--- config.mk ---
export PLATFORM = sky130hd
export DESIGN_NAME = fpu_issue_scheduler
export DESIGN_NICKNAME = d
export VERILOG_FILES = /design/src/rtl/fpu_issue_scheduler.sv
export SDC_FILE = /design/constraint.sdc
export NUM_CORES = 1
export LEC_CHECK = 0
export ABC_AREA = 1
export ABC_CLOCK_PERIOD_IN_PS = 2700
export BUFFER_PORTS_ARGS = -buffer_cell sky130_fd_sc_hd__buf_2
export CORE_MARGIN = 1
export CORE_UTILIZATION = 30
export DETAILED_ROUTE_END_ITERATION = 10
export PLACE_DENSITY = 0.49
export SLEW_MARGIN = 30
export SYNTH_ARGS = -nofsm -noshare
export SYNTH_HDL_FRONTEND = slang
export SYNTH_SLANG_ARGS = --single-unit
export TNS_END_PERCENT = 100
--- constraint.sdc ---
create_clock -name clock -period 2.7 [get_ports clock]
set_clock_uncertainty 0.1 [all_clocks]
set_input_delay 0.54 -clock clock [delete_from_list [all_inputs] [get_ports clock]]
set_output_delay 0.54 -clock clock [all_outputs]
set_load 0.01 [all_outputs]
--- src/rtl/fpu_issue_scheduler.sv ---
// FP issue scheduler: 32-entry register scoreboard, pipelined/iterative dispatch, single writeback port.
// Optional macro FPU_SCHED_PERF_EN adds the perf_issue_cnt / perf_stall_cnt counters.
module fpu_issue_scheduler #(
    parameter int PIPE_LAT = 3
) (
`ifdef FPU_SCHED_PERF_EN
    output logic [31:0] perf_issue_cnt,
    output logic [31:0] perf_stall_cnt,
`endif
    input  logic        clock,
    input  logic        reset,
    input  logic        issue_valid,
    output logic        issue_ready,
    input  logic [1:0]  issue_class,
    input  logic        issue_fwren,
    input  logic [4:0]  issue_waddr,
    input  logic [2:0]  issue_frden,
    input  logic [4:0]  issue_raddr1,
    input  logic [4:0]  issue_raddr2,
    input  logic [4:0]  issue_raddr3,
    input  logic [31:0] single_result,
    input  logic [4:0]  single_flags,
    output logic        pipe_start,
    input  logic [31:0] pipe_result,
    input  logic [4:0]  pipe_flags,
    output logic        iter_start,
    input  logic        iter_done,
    input  logic [31:0] iter_result,
    input  logic [4:0]  iter_flags,
    input  logic        flush,
    output logic        iter_kill,
    output logic        wb_valid,
    output logic [4:0]  wb_waddr,
    output logic [31:0] wb_wdata,
    output logic [4:0]  wb_fflags
);
    localparam logic [1:0] CLS_SINGLE = 2'd0;
    localparam logic [1:0] CLS_PIPE   = 2'd1;
    localparam logic [1:0] CLS_ITER   = 2'd2;

    logic [31:0]       busy;
    logic [31:0]       busy_nxt;
    logic [PIPE_LAT:1] pv_valid;
    logic [PIPE_LAT:1] pv_fwren;
    logic [4:0]        pv_waddr [1:PIPE_LAT];
    logic              iter_busy;
    logic              iter_fwren;
    logic [4:0]        iter_waddr;
    logic              buf_valid;
    logic              buf_fwren;
    logic [4:0]        buf_waddr;
    logic [4:0]        buf_flags;
    logic [31:0]       buf_data;
    logic              hazard;
    logic              unit_free;
    logic              accept;
    logic              single_acc;

    always_comb begin
        hazard = (issue_frden[0] & busy[issue_raddr1])
               | (issue_frden[1] & busy[issue_raddr2])
               | (issue_frden[2] & busy[issue_raddr3])
               | (issue_fwren & busy[issue_waddr]);
        unit_free = 1'b0;
        case (issue_class)
            // a single-cycle op would collide with the pipe result on the wb port
            CLS_SINGLE: unit_free = ~pv_valid[PIPE_LAT];
            CLS_PIPE:   unit_free = 1'b1;
            CLS_ITER:   unit_free = ~iter_busy & ~buf_valid;
            default:    unit_free = 1'b0;
        endcase
    end

    assign issue_ready = ~reset & ~flush & ~hazard & unit_free;
    assign accept      = issue_valid & issue_ready;
    assign single_acc  = accept & (issue_class == CLS_SINGLE);
    assign pipe_start  = accept & (issue_class == CLS_PIPE);
    assign iter_start  = accept & (issue_class == CLS_ITER);
    assign iter_kill   = flush & (iter_busy | buf_valid);

    always_comb begin
        busy_nxt = busy;
        if (wb_valid) busy_nxt[wb_waddr] = 1'b0;
        if (accept & issue_fwren) busy_nxt[issue_waddr] = 1'b1;
    end

    always_ff @(posedge clock) begin
        if (reset || flush) begin
            busy      <= '0;
            pv_valid  <= '0;
            iter_busy <= 1'b0;
            buf_valid <= 1'b0;
            wb_valid  <= 1'b0;
            wb_waddr  <= '0;
            wb_wdata  <= '0;
            wb_fflags <= '0;
        end else begin
            busy     <= busy_nxt;
            pv_valid <= {pv_valid[PIPE_LAT-1:1], pipe_start};

            if (iter_start) iter_busy <= 1'b1;
            else if (iter_done) iter_busy <= 1'b0;

            wb_valid  <= 1'b0;
            wb_waddr  <= '0;
            wb_wdata  <= '0;
            wb_fflags <= '0;
            if (pv_valid[PIPE_LAT]) begin
                wb_valid  <= pv_fwren[PIPE_LAT];
                wb_waddr  <= pv_fwren[PIPE_LAT] ? pv_waddr[PIPE_LAT] : 5'd0;
                wb_wdata  <= pv_fwren[PIPE_LAT] ? pipe_result : 32'd0;
                wb_fflags <= pipe_flags;
            end else if (single_acc) begin
                wb_valid  <= issue_fwren;
                wb_waddr  <= issue_fwren ? issue_waddr : 5'd0;
                wb_wdata  <= issue_fwren ? single_result : 32'd0;
                wb_fflags <= single_flags;
            end else if (buf_valid) begin
                wb_valid  <= buf_fwren;
                wb_waddr  <= buf_fwren ? buf_waddr : 5'd0;
                wb_wdata  <= buf_fwren ? buf_data : 32'd0;
                wb_fflags <= buf_flags;
                buf_valid <= 1'b0;
            end

            // buffer is always empty while the iterative unit is busy
            if (iter_busy && iter_done) buf_valid <= 1'b1;
        end
    end

    always_ff @(posedge clock) begin
        pv_fwren    <= {pv_fwren[PIPE_LAT-1:1], issue_fwren};
        pv_waddr[1] <= issue_waddr;
        for (int k = PIPE_LAT; k > 1; k--) pv_waddr[k] <= pv_waddr[k-1];
        if (iter_start) begin
            iter_fwren <= issue_fwren;
            iter_waddr <= issue_waddr;
        end
        if (iter_busy && iter_done) begin
            buf_fwren <= iter_fwren;
            buf_waddr <= iter_waddr;
            buf_data  <= iter_result;
            buf_flags <= iter_flags;
        end
    end

`ifdef FPU_SCHED_PERF_EN
    always_ff @(posedge clock) begin
        if (reset) begin
            perf_issue_cnt <= '0;
            perf_stall_cnt <= '0;
        end else begin
            if (accept) perf_issue_cnt <= perf_issue_cnt + 32'd1;
            if (issue_valid && !issue_ready && !flush) perf_stall_cnt <= perf_stall_cnt + 32'd1;
        end
    end
`endif

endmodule
# Word level (Yosys, flattened, before mapping)
# Memories as Yosys holds them, arrays and structs flattened.
# Cells that the tools add are included.
[word_totals]
register_bits = 132
ram_bits = 15
inputBits = 142
out_inout_bits = 47
wordCells = 99
memories = 1
[mem_list]
columns = ["memory", "words", "word_bits", "rd", "rd_ports_with_merged_regs", "wr", "line_no", "source"]
rows = [
  ["pv_waddr", 3, 5, 3, 0, 3, "45", "logic [4:0] pv_waddr [1:PIPE_LAT];"],
]
[classes]
order_cmp = 7
n_reduce_logical = 7
bitwise = 27
eq_ne = 4
n_mux = 38
[ops]
columns = ["op", "n"]
rows = [
  ["32-bit 2-to-1 mux", 8],
  ["5-bit 2-to-1 mux", 9],
  ["32-bit AND", 1],
  ["32-bit NOT", 1],
  ["32-bit bitwise OR", 1],
  ["5-bit by 6-bit < comparator with 1-bit output (second input constant)", 5],
  ["1-bit binary-select mux with 5-bit select", 4],
  ["1-bit AND", 14],
  ["1-bit 2-to-1 mux", 14],
  ["1-bit demux with 5-bit select", 2],
  ["5-bit by 1-bit greater-or-equal comparator with 1-bit output (second input constant)", 2],
  ["1-bit NOT", 6],
  ["2-bit by 1-bit inequality test with 1-bit output (second input constant)", 2],
  ["1-bit bitwise OR", 4],
  ["1-bit logical AND", 3],
  ["1-bit case mux with 3 select lines", 1],
  ["2-bit by 1-bit == test with 1-bit output (second input constant)", 1],
  ["2-bit == test (second input constant)", 1],
  ["2-bit zero test", 1],
  ["2-bit AND reduction", 1],
  ["2-bit nonzero test", 1],
  ["1-bit logical OR", 1],
]

# Depth between registers and ports, before layout
[logic_depth]
word_depth = 14
ltp_mapped = 19
mapped_depth_nobuf = 18

# Worst setup path after synthesis
# No wires, ideal clock.
[synth_timing]
path_kind = "input port to output port"
startpoint = "input port issue_raddr3[0]"
endpoint = "output port iter_start"
path_slack_ns = 0.133
cell_stages = 14
n_path_buf = 2
arrival_ns = 1.927
required_ns = 2.060
path_cell_list = "buf_2 > inv_2 > buf_2 > nand2_1 > nand3_1 > nand3_1 > nand2_1 > nand2_1 > nand3_1 > nand3_1 > nand3_4 > nor2_8 > nand4_1 > inv_1"
[synth_via]
elab_chain_len = 10
[synth_rtl]
columns = ["element", "line_no", "source"]
rows = [
  ["start, declared", "20", "input logic [4:0] issue_raddr3,"],
  ["1-bit binary-select mux with 5-bit select", "62", "| (issue_frden[2] & busy[issue_raddr3])"],
  ["1-bit 2-to-1 mux (implied by the code)", "62", ""],
  ["1-bit AND", "62", ""],
  ["1-bit bitwise OR", "62", ""],
  ["1-bit bitwise OR", "63", "| (issue_fwren & busy[issue_waddr]);"],
  ["1-bit NOT", "74", "assign issue_ready = ~reset & ~flush & ~hazard & unit_free;"],
  ["1-bit AND (2 in a row)", "74", ""],
  ["named net issue_ready", "13", "output logic issue_ready,"],
  ["1-bit AND", "75", "assign accept = issue_valid & issue_ready;"],
  ["1-bit AND", "78", "assign iter_start = accept & (issue_class == CLS_ITER);"],
  ["end, declared", "26", "output logic iter_start,"],
]
# The timed path passes the listed nets, and every way through them passes these cells. The select of a mux whose other input is x is not followed.

# Final worst setup path
[layout_timing]
startpoint = "register busy[13]"
endpoint = "output port iter_start"
[layout_via]
elab_chain_len = 11
elab_cells_between_ends = 20
cone_classes = "8 x mux; 12 x bitwise"
[layout_rtl]
columns = ["element", "line_no", "source"]
rows = [
  ["start, declared", "41", "logic [31:0] busy;"],
  ["start signal, assigned", "98", "busy <= busy_nxt;"],
  ["1-bit binary-select mux with 5-bit select (on tied branches)", "60, 61", ""],
  ["1-bit 2-to-1 mux (on tied branches)", "60, 61", ""],
  ["1-bit AND (on tied branches)", "60, 61", ""],
  ["1-bit bitwise OR", "61", "| (issue_frden[1] & busy[issue_raddr2])"],
  ["1-bit bitwise OR", "62", ""],
  ["1-bit bitwise OR *", "63", ""],
  ["1-bit NOT *", "74", ""],
  ["1-bit AND * (2 in a row)", "74", ""],
  ["1-bit AND *", "75", ""],
  ["1-bit AND *", "78", ""],
]
# Mark *: on every way between the ends. The rest lies on a longest branch, timed or not. The select of a mux whose other input is x is not followed.

==> reports/results.env <==
GLOBAL_ROUTE.OVERFLOW_TOTAL=0
NUMBER_OF_ITERATIONS_IN_THE_FIRST_DETAILED_ROUTING_PASS=5
SYNTH_EDF_COUNT=49
FLOORPLAN.DIE.WIDTH_UM=155
CRIT_PATH_CELL_TRACE='buf_4 > nand2_1 > nand3_1 > nand3_1 > nand2_1 > nand2_1 > nand3_1 > nand3_1 > nand2_2 > nor2_8 > nand4_1 > inv_2 > buf_6'
GRT_SETUP_UNREPAIRED='true'
FIRST_PASS_GRT_WIRE_LENGTH_UM=38000
POST-SYNTH-TOP-COUNT-CELL='sky130_fd_sc_hd__nand2_1'
CLKPWRFRAC_PCT=46.4
ROWS=55
TOTAL_NETS_AFTER_SYNTHESIS=1104
TIGHTEST_SLEW_PS=872
ANTENNA_VIOLATIONS_BEFORE_REPAIR=1
SW_FRAC_OF_TOTAL_PCT=23.7
ANT_NETS=0
LEAKAGE_nW=4.06
FINAL_NET_COUNT=1330
START_UTIL_PCT=30.8
SYNTH.TOP_CELLS.BY_AREA='sky130_fd_sc_hd__dfxtp_1, sky130_fd_sc_hd__edfxtp_1, sky130_fd_sc_hd__nand2_1, sky130_fd_sc_hd__nand3_1, sky130_fd_sc_hd__nor2_1'
DIE_AREA_UM2=23900
YOSYS_WARNINGS=0
DETAIL_ROUTE.DRC_VIOLATIONS=0
SHARE_COMB_OF_TOTAL_POWER_PCT=8.0
SEQUENTIALPOWERSHARE_PCT=45.6
FLOORPLAN.CORE_AREA_UM2=22700
CAPTURING_ELEMENT_TYPE_OF_THE_CRITICAL_PATH='output port'
PLACEMENT.SETUP.WORST_SLACK_PS=-168
CRITICAL_PATH_MAXIMUM_FANOUT=5
CRIT_PATH_FREQUENT_CELL='sky130_fd_sc_hd__nand3_1'
REPORT.FINAL.HOLD_VIOL_COUNT=0
ROUTABILITYCONGESTION=0.886
FIN_CRIT_SH_PCT=97.9
SYNTH.LIB_CELLS_USED.DISTINCT=25
DRT-INITIAL-DRC-COUNT=446
TIMING.SETUP.CRITICAL_PATH_CLASS='flop to output port'
SLEW_HEADROOM_PCT=41.9
DRT_WL_TOTAL_UM=24600
SYNTHESIS.INSTANCES=962
TRITONCTS='done'
QUANTITY_OF_I_O_BUFFERS_INSERTED_ON_PORTS=188
VDD_IR_DROP_MAX_mV=0.365
NUM_CTS_BUFFERS=17
ANTENNA_CELLS=0
DRT-WIRELENGTH-PER-CELL_UM=16.6
TIMING.CRITICAL_PATH.SLOWEST_STAGE_CELL='sky130_fd_sc_hd__dfxtp_4'
SWITCHINGPOWER_mW=1.19
LATER_PIN_CLOCK_LATENCY_IN_THE_SKEW_REPORT_PS=430
MAXIMUM_NUMBER_OF_PINS_ON_ONE_NET_BEFORE_GLOBAL_ROUTE_REPAIR=76
DRV.MAX_CAP_VIOLATION_COUNT=0
SYNTH_FLOP_CELL='sky130_fd_sc_hd__dfxtp_1'
CLOCK_SINK_COUNT=147
SHARE_OF_ASYNC_SETTABLE_OR_ASYNC_RESETTABLE_FLOPS_AFTER_SYNTHESIS_PCT=0
YOSYS.AREA.TOP_TYPE_SHARE_PCT=28.1
IOPINCOUNT=189
FINAL-SETUP-VIOL-COUNT=0
COUNT_OF_FINAL_MAX_SLEW_CHECK_FAILURES=0
CTS-HOLD-FIX-BUFFERS=0
DR_TOTAL_VIAS=7083
DIE-HEIGHT_UM=155
CP-START-KIND='flop'
RUN_STATUS='finished, final reports clean'
TOTAL_POWER_mW=5.02
SYNTH_SEQ_AREA_SHARE_PCT=49.1
CTS_ROOT_BUF='sky130_fd_sc_hd__clkbuf_16'
CLOCK.FMAX_GHz=0.378
HTREE_LEVELS=4
TIMING.FINAL.CRIT_PERIOD_PS=2640
VIA_PER_INST=4.77
YOSYS-TOP-CELLS-COUNT='sky130_fd_sc_hd__nand2_1, sky130_fd_sc_hd__nand3_1, sky130_fd_sc_hd__nor2_1'
HOLD_CLASS='input port to flop'
CLK_PATH_BUF_DEPTH=2
POST-DP-HPWL_UM=17800
LAYOUT_CELLS_SIZED_ABOVE_1_PCT=30.1
YS_FF_LATCH=147
CRITICAL-PATH-MAX-STAGE-DELAY_PS=370
P_INT_mW=3.83
CLK_PIN_SLEW_PS=70
NETLIST_AREA_UM2=6990
PWR_DENSITY_CELL_nW_PER_UM2=533
GR-USAGE-ALL-LAYERS_PCT=21.0
CRITPATHARRIVALTIME_PS=2000
FINALWORSTSETUPSLACK_PS=57.6
SYN-MEAN-INSTANCE-AREA_UM2=7.26
SYNTH.LARGEST_AREA_CELL='sky130_fd_sc_hd__dfxtp_1'
FINISH.UTILIZATION_PCT=41.5
GRT_PASS1_VIAS=6705
SETUP_TOTAL_NEGATIVE_SLACK_PS=0
CP_REQUIRED_PS=2060
AREA_GROWTH_FROM_SYNTHESIS_TO_LAYOUT_PCT=34.9
## power by group through the flow
stage / logic (mW) / clock network, mW / registers (mW)
floorplan: 0.161 / 0 / 2.35
global placement: 0.375 / 0 / 2.35
detailed placement: 0.376 / 0 / 2.35
CTS: 0.383 / 2.38 / 2.30
global route: 0.438 / 2.47 / 2.29
finish: 0.400 / 2.33 / 2.29
## routing by layer
metal / wire (um) / up-vias / global-route usage [%]
met2: 11500 / 227 / 34.8
met4: 449 / 2 / 6.51
li1: - / 3593 / -
met3: 1340 / 37 / 4.17
met1: 11200 / 3224 / 27.4
met5: 16 / - / 0
## layout by cell type, fill, tap and decap left out, types with 38 or more instances in the layout
cell type,instances
sky130_fd_sc_hd__a21oi_1,38
sky130_fd_sc_hd__buf_2,182
sky130_fd_sc_hd__buf_4,56
sky130_fd_sc_hd__dfxtp_1,68
sky130_fd_sc_hd__edfxtp_1,49
sky130_fd_sc_hd__inv_1,40
sky130_fd_sc_hd__nand2_1,295
sky130_fd_sc_hd__nand3_1,141
sky130_fd_sc_hd__nor2_1,127
sky130_fd_sc_hd__o21ai_0,44
## path summary, 6_finish.rpt
kind                                 startpoint              end  slack (ps)  cells past startpoint
worst min register to register  pv_waddr[0][13]  pv_waddr[0][18]         230                      0
worst max-delay path                   busy[13]       iter_start          60                     13
worst min-delay path            iter_result[15]     buf_data[15]         190                      1
worst max register to register         busy[13]      wb_wdata[9]         420                     17
## worst max-delay path, delay by kind of cell (launching register included)
family	cells	cell delay, ps
buffers and inverters	3	370
AND/OR/NAND/NOR	10	810
flip-flops	1	370
## sequential cells by signal, summed over array words and instances, names as in the netlist, 3 cells and up
signal and count:
buf_flags 5, wb_waddr 5, buf_data 32, iter_waddr 5, pv_valid 3, wb_fflags 5
buf_waddr 5, wb_wdata 32, pv_waddr 15, busy 32, pv_fwren 3
## logic make-up (layout without fill, tap and decap cells)
kind of cell | Yosys count | in the layout | share of synthesized area, %
DFF | 147 | 147 | 49.1
buffers and inverters | 102 | 341 | 6.61
AOI/OAI and AO/OA | 110 | 110 | 7.92
and+or+nand+nor | 603 | 603 | 36.3
## final cells by class
cell class	count	area, um^2
timing repair buffer	252	1580
sequential	147	3500
inverter	57	229
clock inverter	15	159
multi-input combinational	713	3180
tap	285	357
fill	2346	13300
clock buffer	17	425
## metrics by stage
stage | hold slack (ps) | cells | area, um^2
6_report | 186 | 1486 | 9420
5_1_grt | 161 | 1486 | 9420
4_1_cts | 168 | 1480 | 9220
3_5_place_dp | 212 | 1445 | 8560
3_3_place_gp | 210 | 1445 | 8560
2_1_floorplan | 210 | 962 | 6990
## repair_timing
| item | 4_1_cts | 5_1_grt |
|---|---|---|
| endpoints found under the hold margin | 0 | 0 |
| endpoints found under the setup margin | 2 | 3 |
| cloned | 0 | 1 |
| resized for setup | 30 | 57 |
| setup buffers | 3 | 5 |
| pin swaps | 4 | 17 |
(Power assumes the default switching activity.)
